`config.mk`:
```
export PLATFORM = sky130hd
export DESIGN_NAME = param_universal_register
export DESIGN_NICKNAME = d
export VERILOG_FILES = /design/src/rtl/param_universal_register.sv
export SDC_FILE = /design/constraint.sdc
export NUM_CORES = 1
export LEC_CHECK = 0
export BUFFER_PORTS_ARGS = -buffer_cell sky130_fd_sc_hd__buf_4
export CAP_MARGIN = 40
export CORE_AREA = 2 2 46 48
export DETAILED_ROUTE_END_ITERATION = 8
export DIE_AREA = 0 0 48 50
export GPL_ROUTABILITY_DRIVEN = 0
export PLACE_DENSITY_LB_ADDON = 0.1
export SYNTH_ARGS = -nofsm -noshare
export SYNTH_HDL_FRONTEND = slang
export SYNTH_SLANG_ARGS = --single-unit
```
`constraint.sdc`:
```
create_clock -name clk -period 1.65 [get_ports clk]
set_clock_uncertainty 0.1 [all_clocks]
set_input_delay 0.33 -clock clk [delete_from_list [all_inputs] [get_ports clk]]
set_output_delay 0.33 -clock clk [all_outputs]
set_load 0.01 [all_outputs]
```
`src/rtl/param_universal_register.sv`:
```
// Universal shift register: hold/load/shift/rotate/clear/preset with a shift-frame
// counter that pulses frame_done once every WIDTH shift or rotate operations.
module param_universal_register #(
    parameter int               WIDTH        = 8,
    parameter logic [WIDTH-1:0] RESET_VALUE  = '0,
    parameter logic [WIDTH-1:0] PRESET_VALUE = '1
) (
    input  logic                       clk,
    input  logic                       clear,
    input  logic                       enable,
    input  logic [2:0]                 mode,
    input  logic [WIDTH-1:0]           in,
    input  logic                       ser_in_l,
    input  logic                       ser_in_r,
    output logic [WIDTH-1:0]           out,
    output logic                       ser_out,
    output logic [$clog2(WIDTH):0]     shift_cnt,
    output logic                       frame_done
);

    localparam int CW = $clog2(WIDTH) + 1;
    localparam logic [CW-1:0] LAST_CNT = CW'(WIDTH - 1);

    localparam logic [2:0] M_HOLD = 3'b000;
    localparam logic [2:0] M_LOAD = 3'b001;
    localparam logic [2:0] M_SHL  = 3'b010;
    localparam logic [2:0] M_SHR  = 3'b011;
    localparam logic [2:0] M_ROTL = 3'b100;
    localparam logic [2:0] M_ROTR = 3'b101;
    localparam logic [2:0] M_SCLR = 3'b110;
    localparam logic [2:0] M_SPRE = 3'b111;

    logic [WIDTH-1:0] out_q, out_d;
    logic             ser_out_q, ser_out_d;
    logic [CW-1:0]    shift_cnt_q, shift_cnt_d;
    logic             frame_done_q, frame_done_d;
    logic             shift_op;
    logic             new_frame;

    always_comb begin
        out_d        = out_q;
        ser_out_d    = ser_out_q;
        shift_cnt_d  = shift_cnt_q;
        frame_done_d = 1'b0;
        shift_op     = 1'b0;
        new_frame    = 1'b0;
        if (enable) begin
            case (mode)
                M_HOLD: ;
                M_LOAD: begin
                    out_d     = in;
                    new_frame = 1'b1;
                end
                M_SHL: begin
                    out_d     = {out_q[WIDTH-2:0], ser_in_l};
                    ser_out_d = out_q[WIDTH-1];
                    shift_op  = 1'b1;
                end
                M_SHR: begin
                    out_d     = {ser_in_r, out_q[WIDTH-1:1]};
                    ser_out_d = out_q[0];
                    shift_op  = 1'b1;
                end
                M_ROTL: begin
                    out_d     = {out_q[WIDTH-2:0], out_q[WIDTH-1]};
                    ser_out_d = out_q[WIDTH-1];
                    shift_op  = 1'b1;
                end
                M_ROTR: begin
                    out_d     = {out_q[0], out_q[WIDTH-1:1]};
                    ser_out_d = out_q[0];
                    shift_op  = 1'b1;
                end
                M_SCLR: begin
                    out_d     = '0;
                    new_frame = 1'b1;
                end
                M_SPRE: begin
                    out_d     = PRESET_VALUE;
                    new_frame = 1'b1;
                end
                default: ;
            endcase
        end

        // Counter tracks operations, not displacement; the WIDTH-th one wraps and pulses.
        if (new_frame) begin
            shift_cnt_d = '0;
        end else if (shift_op) begin
            if (shift_cnt_q == LAST_CNT) begin
                shift_cnt_d  = '0;
                frame_done_d = 1'b1;
            end else begin
                shift_cnt_d = shift_cnt_q + CW'(1);
            end
        end
    end

    always_ff @(posedge clk or negedge clear) begin
        if (!clear) begin
            out_q        <= RESET_VALUE;
            ser_out_q    <= 1'b0;
            shift_cnt_q  <= '0;
            frame_done_q <= 1'b0;
        end else begin
            out_q        <= out_d;
            ser_out_q    <= ser_out_d;
            shift_cnt_q  <= shift_cnt_d;
            frame_done_q <= frame_done_d;
        end
    end

    assign out        = out_q;
    assign ser_out    = ser_out_q;
    assign shift_cnt  = shift_cnt_q;
    assign frame_done = frame_done_q;

endmodule

```
==> metrics <==
status complete, no violations; Die Wd roughly 48 um; iteration count of the initial detailed-routing pass 4; layout cell share with drive strength beyond 1 about a third; GR peak layer met2; GRT overflow 0; clk sinks 14; Post-synth EDFFs 0; WS Path Type register to output pin; vias in the first global route 746; min cycle time layout approximately 1.4 ns; Final #Nets ~150; Initial Utilization between 40 and 50%; diode count 0; clk slew on worst S/H paths ~0.09 ns; CP Data Required Time between 1 and 1.5 ns; Int Power about 700 uW; vias per inst 5.136; commonest non-fill, non-tap cell in the layout buf_4; Net Sw Power roughly 340 uW; Rows 16; met1 Resource Use GR around 29%; met3 usage approximately 3.3%; number of synthesized register bits 14; Layout area overhead 34.46%; clk root buf clkbuf_4; Critical Path AT just under 1 ns; Max Buffers Root-to-Sink 2; post-route ant nets 0; CTS tree done; Post-DP Area around 0.0011 mm2; area of the die 0.002400 mm2; sw frac ~32%; Tcrit/Tclk final between 80% and 90%; Post-Route Setup TNS 0 ns; Final Max Tran Viols 0; violation count after the first detailed-route iteration 10; port buffer count 29; Yosys cell types 28; final setup violation count 0; Synth Warn # 0; Core ar. between 0.0015 and 0.002 mm2; Top Ports 30; antenna violations before repair 0; Max Freq slightly above 700 MHz; CTS Buf Count 3; WL/cell between 10 and 15 um; Final Hold Vio Count 0; CP max FO 4; max-cap violations 0; RSZ-0062 raised after global routing no; GR Layer Usage met2 29.33%; gr usage total 19.55%; sequential power share 43.7%; net count after synthesis 120; Power Density 915.2 mW/mm2; share of the yosys chip area belonging to registers just over 40%; first-pass GRT wire length 3415 um; Main synth FF type dfrtp_1; via count roughly 830; largest net degree at the start of global routing 16; DP HPWL roughly 1500 um; number of remaining DRC errors 0; Die Ht ~50 um; relative slew slack 81.67%; worst skew pair latency 0.29 ns; Gate power share a little under a third; commonest non-fill, non-tap cells in the layout 33 x buf_4, 16 x nand2_1, 16 x nor2_1; Crit. End Element output pin; Post-Route WL approximately 2000 um; Max VDD drop approximately 0.00057 V; min-delay worst type primary input to register; cells after synthesis between 100 and 150; Slew @ Worst Pin around 0.27 ns; H-tree depth 1; P_leak 0.0005385 uW; synthesized cell area 853.3 um2; Worst Setup Start Kind register; Async SR Flop Fraction 100.0%; clock power share between 20% and 30%; Syn Area/Cell 8.366 um2; post-route design area approximately 0.0011 mm2
==> metal layers <==
layer	wire length, um	part of all wire (%)	vias to the layer above
met1	894	45	379
met5	0	0	-
met3	108	5.4	2
met2	986	49	26
met4	17	0.85	0
li1	-	-	425
==> per-stage QoR <==
| stage | cells | hold slack (ns) | total power [uW] | utilization [%] | setup slack [ns] |
|---|---|---|---|---|---|
| after floorplan | 102 | -0.06559 | 637.6 | - | 0.03847 |
| after global placement | 157 | 0.09221 | 796.9 | 57.89 | 0.04692 |
| after detailed placement | 157 | 0.09181 | 802.9 | 57.89 | 0.04512 |
| after CTS | 162 | 0.1966 | 1064 | 60.33 | 0.2395 |
| after global routing | 162 | 0.1982 | 1133 | 60.33 | 0.2119 |
| final | 162 | 0.2017 | 1050 | 60.33 | 0.2372 |
==> power groups by stage <==
stage	Combinational, uW	Clock (uW)	Sequential, uW
after floorplan	153	0	484
after global placement	333	0	464
after detailed placement	337	0	466
after CTS	340	264	460
after global routing	380	283	470
final	335	256	459
==> state kept, by name, indices dropped and copies added, names as in the netlist <==
register and cells:
out 8, shift_cnt 4, frame_done 1, ser_out 1
==> path summary, 6_finish.rpt <==
check	end	slack, ns	startpoint	cells past startpoint
max	out[7]	0.24	out[7]	2
max reg2reg	out[0]	0.31	out[7]	4
min in group asynchronous	shift_cnt[1]	0.32	clear	2
min	out[4]	0.20	in[4]	3
min reg2reg	ser_out	0.39	ser_out	2
max in group asynchronous	out[3]	0.96	clear	2
==> synth_stat cells, types with 2 or more instances <==
library cell  number  area, um2
nor2_1            16      60.06
xor2_1             2      17.52
a21oi_1           11      55.05
buf_2              2      10.01
or3_1              6      37.54
nand3_1            3      15.01
inv_1              2      7.510
a31oi_1            7      43.79
buf_6              2      22.52
ha_1               2      25.02
nor2b_1            2      12.51
mux2i_1            2      20.02
nand2_1           16      60.06
dfrtp_1           14      350.3
o21ai_0            2      10.01
==> worst max-delay path: stages, from the launching register on <==
cell and delay, ns:
dfrtp_1 0.41, buf_4 0.16, buf_4 0.14
==> area by class of cell <==
class	instances	area [um2]
clock buffers	4	36.28
fillers	193	754.5
flip-flops and latches	14	350.3
inverters	2	7.507
repair buffers	34	257.7
well taps	27	33.78
multi-input cells	81	461.7
==> what timing repair did <==
action                    CTS  global route
hold buffers                1             0
hold endpoints to repair   14             0
buffers inserted            0             0
resized for setup           0             0
==> logic make-up (layout without fill, tap and decap cells) <==
group	count (synthesis)	count (layout)	synth area share, %
multiplexers	3	3	3.666
XOR/XNOR	2	2	2.053
AND/OR/NAND/NOR	47	47	25.08
flip-flops	14	14	41.06
adder cells (fa/ha/maj)	2	2	2.932
buffers and inverters	7	40	5.132
AO/OA/AOI/OAI	27	27	20.09
(Power assumes the default switching activity.)
